===== src/rtl/tim_apb_arb.sv =====
// tim_apb_arb: round-robin two-requester APB master for timer_top; define TIM_ARB_TIMEOUT_EN for an ACCESS-phase timeout
module tim_apb_arb #(
  parameter int TIMEOUT_CYC = 16
) (
  input  logic        sys_clk,
  input  logic        sys_rst_n,
  input  logic        m0_req,
  input  logic        m0_write,
  input  logic [11:0] m0_addr,
  input  logic [31:0] m0_wdata,
  input  logic [3:0]  m0_strb,
  output logic        m0_done,
  output logic [31:0] m0_rdata,
  output logic        m0_err,
  input  logic        m1_req,
  input  logic        m1_write,
  input  logic [11:0] m1_addr,
  input  logic [31:0] m1_wdata,
  input  logic [3:0]  m1_strb,
  output logic        m1_done,
  output logic [31:0] m1_rdata,
  output logic        m1_err,
  output logic        tim_psel,
  output logic        tim_penable,
  output logic        tim_pwrite,
  output logic [11:0] tim_paddr,
  output logic [31:0] tim_pwdata,
  output logic [3:0]  tim_pstrb,
  input  logic        tim_pready,
  input  logic        tim_pslverr,
  input  logic [31:0] tim_prdata
);
  typedef enum logic [1:0] {IDLE, SETUP, ACCESS} state_t;
  state_t state, state_n;
  logic grant, pick, ok, go, e0, e1, to_hit, sel_write;
  logic [11:0] sel_addr;
  logic [31:0] sel_wdata;
  logic [3:0] sel_strb;
  always_comb begin
    ok = (state == ACCESS) & tim_pready;
    e0 = m0_req & ~(ok & ~grant);
    e1 = m1_req & ~(ok & grant);
    go = ((state == IDLE) | ok) & (e0 | e1);
    pick = (e0 & e1) ? ~grant : e1;
    sel_write = pick ? m1_write : m0_write;
    sel_addr = pick ? m1_addr : m0_addr;
    sel_wdata = pick ? m1_wdata : m0_wdata;
    sel_strb = sel_write ? (pick ? m1_strb : m0_strb) : 4'h0;
    state_n = go ? SETUP : (state == SETUP) ? ACCESS :
              ((state == ACCESS) & ~tim_pready & ~to_hit) ? ACCESS : IDLE;
  end
  assign m0_done = (ok | to_hit) & ~grant;
  assign m1_done = (ok | to_hit) & grant;
  assign m0_rdata = (ok & ~grant & ~tim_pwrite) ? tim_prdata : 32'h0;
  assign m1_rdata = (ok & grant & ~tim_pwrite) ? tim_prdata : 32'h0;
  assign m0_err = ~grant & ((ok & tim_pslverr) | to_hit);
  assign m1_err = grant & ((ok & tim_pslverr) | to_hit);
  always_ff @(posedge sys_clk or negedge sys_rst_n) begin
    if (!sys_rst_n) begin
      state <= IDLE;
      grant <= 1'b1;
      tim_psel <= 1'b0;
      tim_penable <= 1'b0;
      tim_pwrite <= 1'b0;
      tim_paddr <= 12'h0;
      tim_pwdata <= 32'h0;
      tim_pstrb <= 4'h0;
    end else begin
      state <= state_n;
      tim_psel <= state_n != IDLE;
      tim_penable <= state_n == ACCESS;
      if (go) begin
        grant <= pick;
        tim_pwrite <= sel_write;
        tim_paddr <= sel_addr;
        tim_pwdata <= sel_wdata;
        tim_pstrb <= sel_strb;
      end
    end
  end
`ifdef TIM_ARB_TIMEOUT_EN
  localparam int CW = $clog2(TIMEOUT_CYC + 1);
  logic [CW-1:0] cnt;
  assign to_hit = (state == ACCESS) & ~tim_pready & (cnt == CW'(TIMEOUT_CYC - 1));
  always_ff @(posedge sys_clk or negedge sys_rst_n) begin
    if (!sys_rst_n) cnt <= '0;
    else cnt <= ((state == ACCESS) & ~tim_pready & ~to_hit) ? cnt + 1'b1 : '0;
  end
`else
  assign to_hit = 1'b0 & (TIMEOUT_CYC > 0);
`endif
endmodule


===== config.mk =====
export PLATFORM = sky130hd
export DESIGN_NAME = tim_apb_arb
export DESIGN_NICKNAME = d
export VERILOG_FILES = /design/src/rtl/tim_apb_arb.sv
export SDC_FILE = /design/constraint.sdc
export NUM_CORES = 1
export LEC_CHECK = 0
export CAP_MARGIN = 20
export CORE_MARGIN = 4
export CORE_UTILIZATION = 35
export CTS_BUF_LIST = sky130_fd_sc_hd__clkbuf_8
export DETAILED_ROUTE_END_ITERATION = 12
export PLACE_DENSITY = 0.89
export SYNTH_ARGS = -nofsm -noshare
export SYNTH_HDL_FRONTEND = slang
export SYNTH_SLANG_ARGS = --single-unit

===== constraint.sdc =====
create_clock -name sys_clk -period 3.75 [get_ports sys_clk]
set_input_delay 0.375 -clock sys_clk [delete_from_list [all_inputs] [get_ports sys_clk]]
set_output_delay 0.375 -clock sys_clk [all_outputs]
set_load 0.01 [all_outputs]

==> impl_metrics.ini, run 1 <==
[placed_design]
dp.cells = 647
port-buffer-count = 254
place_congestion = 0.964
dp_hpwl_mm = 9.04

[layout]
drive_gt1_share_pct = 3.26
area_growth_pct = 93.2
fin_util_pct = 70.9
nets = 688
layout_common_cells = 253 x clkdlybuf4s50_1, 66 x and2_1, 52 x dfrtp_1, 51 x nand2_1, 47 x mux2i_1
final_common_cell = clkdlybuf4s50_1
fin_cells = 655

[clock_tree]
clk_pin_slew_worst_paths_ns = 0.09
cts_buffers = 5
ctsHoldBuffers = 0
htreeDepth = 2
post_cts_buffers = 0
clk_path_buf_depth = 2
ctsResizeCount = 0
clock-sinks = 53
cts_tree = built
clock_latency_ns = 0.29
root_buffer = clkbuf_8

[critical_path]
rrSetupSlack_ns = 1.55
required_ns = 3.38
cp-start-kind = input port
cp.arrival_ns = 2.57
crit_type = input port to primary output
end_kind = primary output
cp_max_fo = 17

[floorplanning]
die_h_um = 99.0
die_area_um2 = 9790
start_util_pct = 36.7
core_area_um2 = 7890
rows = 32
dieWidth_um = 99.0
io_pins = 255

[drt]
drt_first_pass_iters = 4
viasPerCell = 4.73
via_count = 3095
wl_per_cell_um = 16.2
postRouteAntennaNets = 0
drt_iter0_markers = 55
drt-total-wl_mm = 10.6
remaining_drc_errors = 0

[pwr]
p_leak_nw = 2.43
max-vdd-ir-drop_v = 0.000366
p_per_area_nw_per_um2 = 537

[sta]
fmax_mhz = 340
whs_ns = 0.200
finalSetupViolations = 0
drv_slew = 0
worst_slew_pin_slew_ns = 0.690
fin_tns_setup_ns = 0
skew_ns = 0.00576
finalHoldViolations = 0
period_share_pct = 78.4
slew_headroom_pct = 53.8
fin_crit_ns = 2.94
rsz0062_at_grt = false

[synthesis]
synth_cells = 307
yosysWarningCount = 0
syn-num-nets = 443
syn_avg_cell_area_um2 = 9.43
yosysUniqueCellTypes = 22
synth_area_um2 = 2900
yosysSeqAreaShare_pct = 45.9
ys_seq_elements = 53

[status]
status = finished, final reports clean

[global_routing]
grt_pass1_wl_mm = 16.1
grt_max_degree = 54
grt_pass1_vias = 3209
overflow = 0
grt_antenna_before_repair = 1
track_usage_pct = 20.7

[worst_hold_path]
hp-class = input port to async pin

[run]
cap_viol_max_count = 0
critical path, stage by stage:
cell and delay [ns]:
clkdlybuf4s50_1 0.52, nand3b_1 0.12, nor3_2 0.54, buf_4 0.31, and2_1 0.15, clkdlybuf4s50_1 0.53
cells by family (layout without fill, tap and decap cells):
| group | count (synthesis) | in the layout | share of synthesized area [%] |
|---|---|---|---|
| flops | 53 | 53 | 45.9 |
| simple gates | 131 | 131 | 23.6 |
| buf+inv | 24 | 269 | 4.41 |
| other cells | 0 | 1 | 0 |
| mux | 47 | 47 | 16.2 |
| compound gates | 52 | 52 | 9.90 |
cells in the mapped netlist:
cell type  instances  area, µm²
nand2b_1           3       18.8
clkbuf_1          12       45.0
buf_2              3       15.0
inv_2              1       3.75
nand3_1            1       5.00
o21ai_0           46        230
nand4b_1           1       8.76
inv_1              1       3.75
nand2_1           51        191
o22a_1             1       8.76
nor3_1             5       25.0
nor2_1             2       7.51
and3_1             1       6.26
buf_4              5       37.5
a221o_1            4       40.0
mux2i_1           47        470
dfrtp_1           52       1300
buf_6              2       22.5
dfstp_2            1       26.3
and2_1            66        413
o21bai_1           1       7.51
nand3b_1           1       7.51
flip-flops by register name, indices dropped and copies added (netlist names):
signal	cells
grant	1
state	2
tim_paddr	12
tim_psel	1
tim_pstrb	4
tim_pwdata	32
tim_pwrite	1
path summary, 6_finish.rpt:
kind | startpoint | to | depth (start not counted)
min in group sys_clk | tim_pwdata[8]$_DFFE_PN0P_ | tim_pwdata[8]$_DFFE_PN0P_ | 2
min reg2reg | tim_pwdata[8]$_DFFE_PN0P_ | tim_pwdata[8]$_DFFE_PN0P_ | 2
max | tim_pready | m0_rdata[28] | 6
max reg2reg | grant$_DFFE_PN1P_ | tim_pstrb[0]$_DFFE_PN0P_ | 5
max in group asynchronous | sys_rst_n | tim_pwdata[17]$_DFFE_PN0P_ | 2
min | sys_rst_n | tim_paddr[7]$_DFFE_PN0P_ | 2
layout make-up:
cell class | count | area [µm²]
Timing Repair Buffer | 260 | 2580
Tap cell | 102 | 128
Inverter | 2 | 7.51
Antenna cell | 1 | 2.50
Clock buffer | 6 | 82.6
Sequential cell | 53 | 1330
Multi-Input combinational cell | 230 | 1460
Fill cell | 621 | 2290
Clock inverter | 1 | 3.75
where the power goes:
group	switching [W]	total [W]	internal, W	leakage [nW]
sequential	0.000156	0.00101	0.000856	0.649
combinational	0.000769	0.00168	0.000910	1.73
clock	0.000168	0.000312	0.000144	0.0485
per-stage QoR:
| stage | cell area [µm²] | power [W] | setup slack (ns) |
|---|---|---|---|
| 2_1_floorplan | 2900 | 0.00178 | 2.08 |
| 3_5_place_dp | 5500 | 0.00273 | 0.786 |
| 3_3_place_gp | 5500 | 0.00267 | 0.932 |
| 5_1_grt | 5590 | 0.00323 | 0.638 |
| 6_report | 5590 | 0.00300 | 0.810 |
| 4_1_cts | 5590 | 0.00305 | 0.786 |
layer usage:
metal / wire length, µm / vias up / global-route usage, % / part of all wire (%)
li1: - / 1513 / - / -
met1: 3430 / 1387 / 19.5 / 32
met2: 5720 / 167 / 39.9 / 54
met3: 1020 / 28 / 5.87 / 9.6
met4: 446 / 0 / 10.5 / 4.2
met5: 0 / - / 0 / 0
Note: power is estimated with default switching activity, not from simulation.
==> inputs of run 2 (changes only) <==
--- a/config.mk
+++ b/config.mk
@@ -7,10 +7,10 @@
 export LEC_CHECK = 0
 export CAP_MARGIN = 20
 export CORE_MARGIN = 4
-export CORE_UTILIZATION = 35
+export CORE_UTILIZATION = 29
 export CTS_BUF_LIST = sky130_fd_sc_hd__clkbuf_8
 export DETAILED_ROUTE_END_ITERATION = 12
-export PLACE_DENSITY = 0.89
+export PLACE_DENSITY = 0.78
 export SYNTH_ARGS = -nofsm -noshare
 export SYNTH_HDL_FRONTEND = slang
 export SYNTH_SLANG_ARGS = --single-unit
==> constraint.sdc (replaced) <==
create_clock -name sys_clk -period 2.6 [get_ports sys_clk]
set_input_delay 0.26 -clock sys_clk [delete_from_list [all_inputs] [get_ports sys_clk]]
set_output_delay 0.26 -clock sys_clk [all_outputs]
set_load 0.01 [all_outputs]
==> run 2 against run 1 <==
  * Non-clock buffer count rose by 5
  * Flip-flop and latch count did not move
  * Power rose by 50%
  * Final area rose by 2.3%
  * Cell count rose by 5.5%
  * Wire length rose by 1.5%
  * Global-route usage fell by 3.1 points
  * Die area rose by 19%
  * Via count barely moved
  * Critical path type is now flip-flop to primary output
  * Highest routed layer unchanged
==> impl_metrics.ini, run 2 (synthesized netlist as in run 1, its figures left out) <==
[sta]
period_share_pct = 91.5
finalSetupViolations = 0
fmax_mhz = 420
slew_headroom_pct = 66.5
worst_slew_pin_slew_ns = 0.503
rsz0062_at_grt = false
drv_slew = 0
whs_ns = 0.454
fin_tns_setup_ns = 0
fin_crit_ns = 2.38
skew_ns = 0.0120
finalHoldViolations = 0

[global_routing]
track_usage_pct = 17.6
grt_pass1_wl_mm = 15.9
overflow = 0
grt_antenna_before_repair = 0
grt_pass1_vias = 3154
grt_max_degree = 75

[drt]
postRouteAntennaNets = 0
drt_first_pass_iters = 4
drt_iter0_markers = 46
drt-total-wl_mm = 10.8
wl_per_cell_um = 15.6
remaining_drc_errors = 0
via_count = 3092
viasPerCell = 4.47

[status]
status = finished, final reports clean

[placed_design]
port-buffer-count = 254
dp_hpwl_mm = 9.24
place_congestion = 0.774

[floorplanning]
dieWidth_um = 108
core_area_um2 = 9730
die_h_um = 108
rows = 36
io_pins = 255
die_area_um2 = 11600
start_util_pct = 29.8

[pwr]
p_leak_nw = 2.47
clkPwrFrac_pct = 12.6
p_switching_w = 0.00159
combPwrFrac_pct = 55.0
p_seq_share_pct = 32.4
p_per_area_nw_per_um2 = 786
intPower_w = 0.00290
max-vdd-ir-drop_v = 0.000387
p_sw_share_pct = 35.5

[layout]
n_fill_cell = 879
multi_input_area_um2 = 1460
layout_common_cells = 253 x clkdlybuf4s50_1, 66 x and2_1, 52 x dfrtp_1, 51 x nand2_1, 47 x mux2i_1
largestRegisters = tim_pwdata (32), tim_paddr (12), tim_pstrb (4)
largest_register_ffs = 32
area_growth_pct = 97.7
regArea_um2 = 1330
final_common_cell = clkdlybuf4s50_1
nets = 693
diodes = 0
drive_gt1_share_pct = 4.12
regMostFlops = tim_pwdata

[clock_tree]
cts_tree = built
clk_pin_slew_worst_paths_ns = 0.09
clock_latency_ns = 0.30
post_cts_buffers = 0
clk_path_buf_depth = 2
root_buffer = clkbuf_8
htreeDepth = 2
cts_buffers = 5
ctsHoldBuffers = 1
clock-sinks = 53
ctsResizeCount = 0

[critical_path]
r2r_cells = 6
r2r-end = tim_pwdata[9]$_DFFE_PN0P_
cp.arrival_ns = 2.12
required_ns = 2.34
cp-start-kind = flip-flop
crit_start = grant$_DFFE_PN1P_
end_kind = primary output
crit_type = flip-flop to primary output
r2r-start = grant$_DFFE_PN1P_
rrSetupSlack_ns = 0.70
cp_max_fo = 32

[run]
cap_viol_max_count = 0

[worst_hold_path]
hp-class = input port to async pin
==> run 2: cell types whose count changed in the layout (fill, tap and decap cells not counted), sizes merged <==
cell         previous run  this run
bufinv                  0         1
diode                   1         0
dlygate4sd3             0         1
buf                     7        11
==> run 2: layer usage <==
metal	GRT usage [%]	vias up	share of wire, %	wire [µm]
li1	-	1520	-	-
met1	16.1	1403	31	3340
met2	35.3	155	55	5950
met3	6.36	14	12	1250
met4	5.41	0	2.2	232
met5	0	-	0	0
==> run 2: stage by stage <==
step                setup WS (ns)  instances  total power (W)  utilization, %  cell area [µm²]
floorplan                   0.932        307          0.00257               -             2900
detailed placement          0.324        682          0.00400            57.5             5600
global placement            0.366        682          0.00392            57.5             5600
global route               0.0834        691          0.00483            58.8             5720
CTS                         0.205        691          0.00458            58.8             5720
finish                      0.221        691          0.00450            58.8             5720
==> run 2: worst max-delay path: stages (launching register included) <==
cell and delay (ns):
dfstp_2 0.60, nand4b_1 0.13, nor2_1 0.12, buf_4 0.26, and2_1 0.17, clkdlybuf4s50_1 0.55
==> run 2: cell type report <==
type	instances	area share (%)
clock inverter	2	0.590
inverter	2	0.131
tap	133	2.91
sequential	53	23.2
timing repair buffer	265	46.3
multi-input combinational	230	25.5
clock buffer	6	1.44
==> run 2: power by group through the flow <==
stage | logic, W | clock network [W] | registers (W)
global placement | 0.00247 | 0 | 0.00146
finish | 0.00247 | 0.000566 | 0.00146
detailed placement | 0.00252 | 0 | 0.00148
global route | 0.00269 | 0.000622 | 0.00151
CTS | 0.00252 | 0.000591 | 0.00146
floorplan | 0.000922 | 0 | 0.00164
==> run 2: how the worst max path moves through the flow <==
| stage | end | slack, ns | cells after the start |
|---|---|---|---|
| 4_1_cts | m1_rdata[31] | 0.21 | 5 |
| 6_report | m1_rdata[31] | 0.22 | 5 |
| 2_1_floorplan | tim_pstrb[0]$_DFFE_PN0P_ | 0.93 | 6 |
| 3_3_place_gp | m1_rdata[31] | 0.37 | 6 |
| 5_1_grt | m1_rdata[7] | 0.08 | 5 |
| 3_5_place_dp | m0_rdata[30] | 0.32 | 6 |
==> inputs of run 3 (changes only) <==
--- a/config.mk
+++ b/config.mk
@@ -6,11 +6,11 @@
 export NUM_CORES = 1
 export LEC_CHECK = 0
 export CAP_MARGIN = 20
-export CORE_MARGIN = 4
-export CORE_UTILIZATION = 29
+export CORE_AREA = 4 4 97 99
 export CTS_BUF_LIST = sky130_fd_sc_hd__clkbuf_8
 export DETAILED_ROUTE_END_ITERATION = 12
-export PLACE_DENSITY = 0.78
+export DIE_AREA = 0 0 101 103
+export DONT_BUFFER_PORTS = 1
 export SYNTH_ARGS = -nofsm -noshare
 export SYNTH_HDL_FRONTEND = slang
 export SYNTH_SLANG_ARGS = --single-unit
==> run 3 against run 2 <==
  * Flip-flop and latch count unchanged
  * Sequential power up 21%
  * Cell count down 41%
  * Die area down 11%
  * First-iteration DRC count up 41%
  * Wire length down 21%
  * Non-clock buffer count down 256
  * Utilization down 22 points
  * Sequential share of layout area up 19 points
  * Hold slack worse by 0.36 ns
  * Combinational power down 57%
  * Highest routed layer unchanged
==> impl_metrics.ini, run 3 (synthesized netlist as in run 1, its figures left out) <==
[status]
status = finished, final reports clean

[critical_path]
cp.arrival_ns = 1.76
cp-start-kind = flip-flop
required_ns = 2.34
end_kind = primary output
cp_max_fo = 32
crit_type = flip-flop to primary output

[layout]
diodes = 0
layout_common_cells = 66 x and2_1, 52 x dfrtp_1, 51 x nand2_1, 47 x mux2i_1, 46 x o21ai_0
n_fill_cell = 867
largest_register_ffs = 32
area_growth_pct = 8.43
drive_gt1_share_pct = 6.64
final_common_cell = and2_1
fin_area_um2 = 3140
regMostFlops = tim_pwdata
largestRegisters = tim_pwdata (32), tim_paddr (12), tim_pstrb (4)
nets = 437

[sta]
worst_slew_pin_slew_ns = 0.458
skew_ns = 0.00781
rsz0062_at_grt = false
fin_crit_ns = 2.02
slew_headroom_pct = 69.5
finalHoldViolations = 0
drv_slew = 0
period_share_pct = 77.7
finalSetupViolations = 0
fin_tns_setup_ns = 0
fmax_mhz = 495

[run]
cap_viol_max_count = 0

[pwr]
p_per_area_nw_per_um2 = 1070
p_leak_nw = 1.51
max-vdd-ir-drop_v = 0.000556

[global_routing]
grt_pass1_vias = 2043
grt_pass1_wl_mm = 11.6
track_usage_pct = 14.9
overflow = 0
grt_max_degree = 54
grt_antenna_before_repair = 0

[clock_tree]
clk_pin_slew_worst_paths_ns = 0.10
clock-sinks = 53
cts_tree = built
htreeDepth = 2
cts_buffers = 5
ctsResizeCount = 0
root_buffer = clkbuf_8
clk_path_buf_depth = 2
clock_latency_ns = 0.30

[placed_design]
placed_cell_area_um2 = 2990
place_congestion = 0.702
dp_hpwl_mm = 7.13
port-buffer-count = 0

[floorplanning]
dieWidth_um = 101
die_h_um = 103
io_pins = 255
die_area_um2 = 10400
start_util_pct = 33.9
core_area_um2 = 8550
rows = 34

[drt]
drt-total-wl_mm = 8.50
drt_iter0_markers = 65
postRouteAntennaNets = 0
via_count = 2150
remaining_drc_errors = 0
wl_per_cell_um = 20.8
viasPerCell = 5.26
drt_first_pass_iters = 3

[worst_hold_path]
hp-class = input port to flip-flop
run 3: changes by cell type in the layout (fill, tap and decap cells not counted):
cell,delta
buf_12,-1
buf_16,+1
buf_2,-1
buf_4,-2
clkbuf_8,-1
clkdlybuf4s50_1,-253
inv_1,-1
inv_6,+1
run 3: layout make-up:
cell class | count | area [µm²] | area share [%]
multi-input combinational | 230 | 1460 | 46.5
sequential | 53 | 1330 | 42.3
tap | 108 | 135 | 4.30
timing repair buffer | 9 | 103 | 3.27
clock buffer | 5 | 68.8 | 2.19
clock inverter | 2 | 38.8 | 1.24
inverter | 2 | 7.51 | 0.239
run 3: critical path, stage by stage, from the launching register on:
cell      delay [ns]
dfstp_2         0.59
nand4b_1        0.22
nor2_1          0.17
buf_4           0.25
and2_1          0.22
run 3: timing repair:
item	CTS	global route
endpoints found under the hold margin	53	0
buffers inserted	0	0
hold buffers	2	0
run 3: final timing paths:
| check | cells after the start | endpoint | startpoint | slack (ns) |
|---|---|---|---|---|
| max | 4 | m1_rdata[24] | grant$_DFFE_PN1P_ | 0.58 |
| min | 1 | tim_pstrb[0]$_DFFE_PN0P_ | m0_strb[0] | 0.1 |
| max reg2reg | 5 | tim_pwdata[18]$_DFFE_PN0P_ | grant$_DFFE_PN1P_ | 0.58 |
| min reg2reg | 2 | grant$_DFFE_PN1P_ | grant$_DFFE_PN1P_ | 0.53 |
| max in group asynchronous | 2 | grant$_DFFE_PN1P_ | sys_rst_n | 1.86 |
| min in group asynchronous | 2 | tim_paddr[7]$_DFFE_PN0P_ | sys_rst_n | 0.46 |
run 3: per-stage QoR:
step	util [%]	power [W]	setup slack [ns]	hold slack (ns)	instances
floorplan	-	0.00257	0.932	-0.0356	307
global placement	35.0	0.00280	0.678	-0.0338	400
detailed placement	35.0	0.00285	0.596	-0.0342	400
CTS	36.7	0.00343	0.550	0.0796	409
global route	36.7	0.00366	0.415	0.0744	409
finish	36.7	0.00336	0.579	0.0983	409
run 3: layer usage:
layer  global-route usage (%)  routed length, µm  share of wire (%)  vias up
li1                         -                  -                  -     1010
met1                     16.0               2850                 34      982
met2                     28.6               4590                 54      153
met3                     4.40                984                 12        5
met4                     3.37                 76               0.89        0
met5                        0                  0                  0        -
run 3: where the power goes:
part	switching [W]	internal [W]
registers	0.000525	0.00124
clock network	0.000262	0.000285
logic	0.000634	0.000422
total	0.00142	0.00194
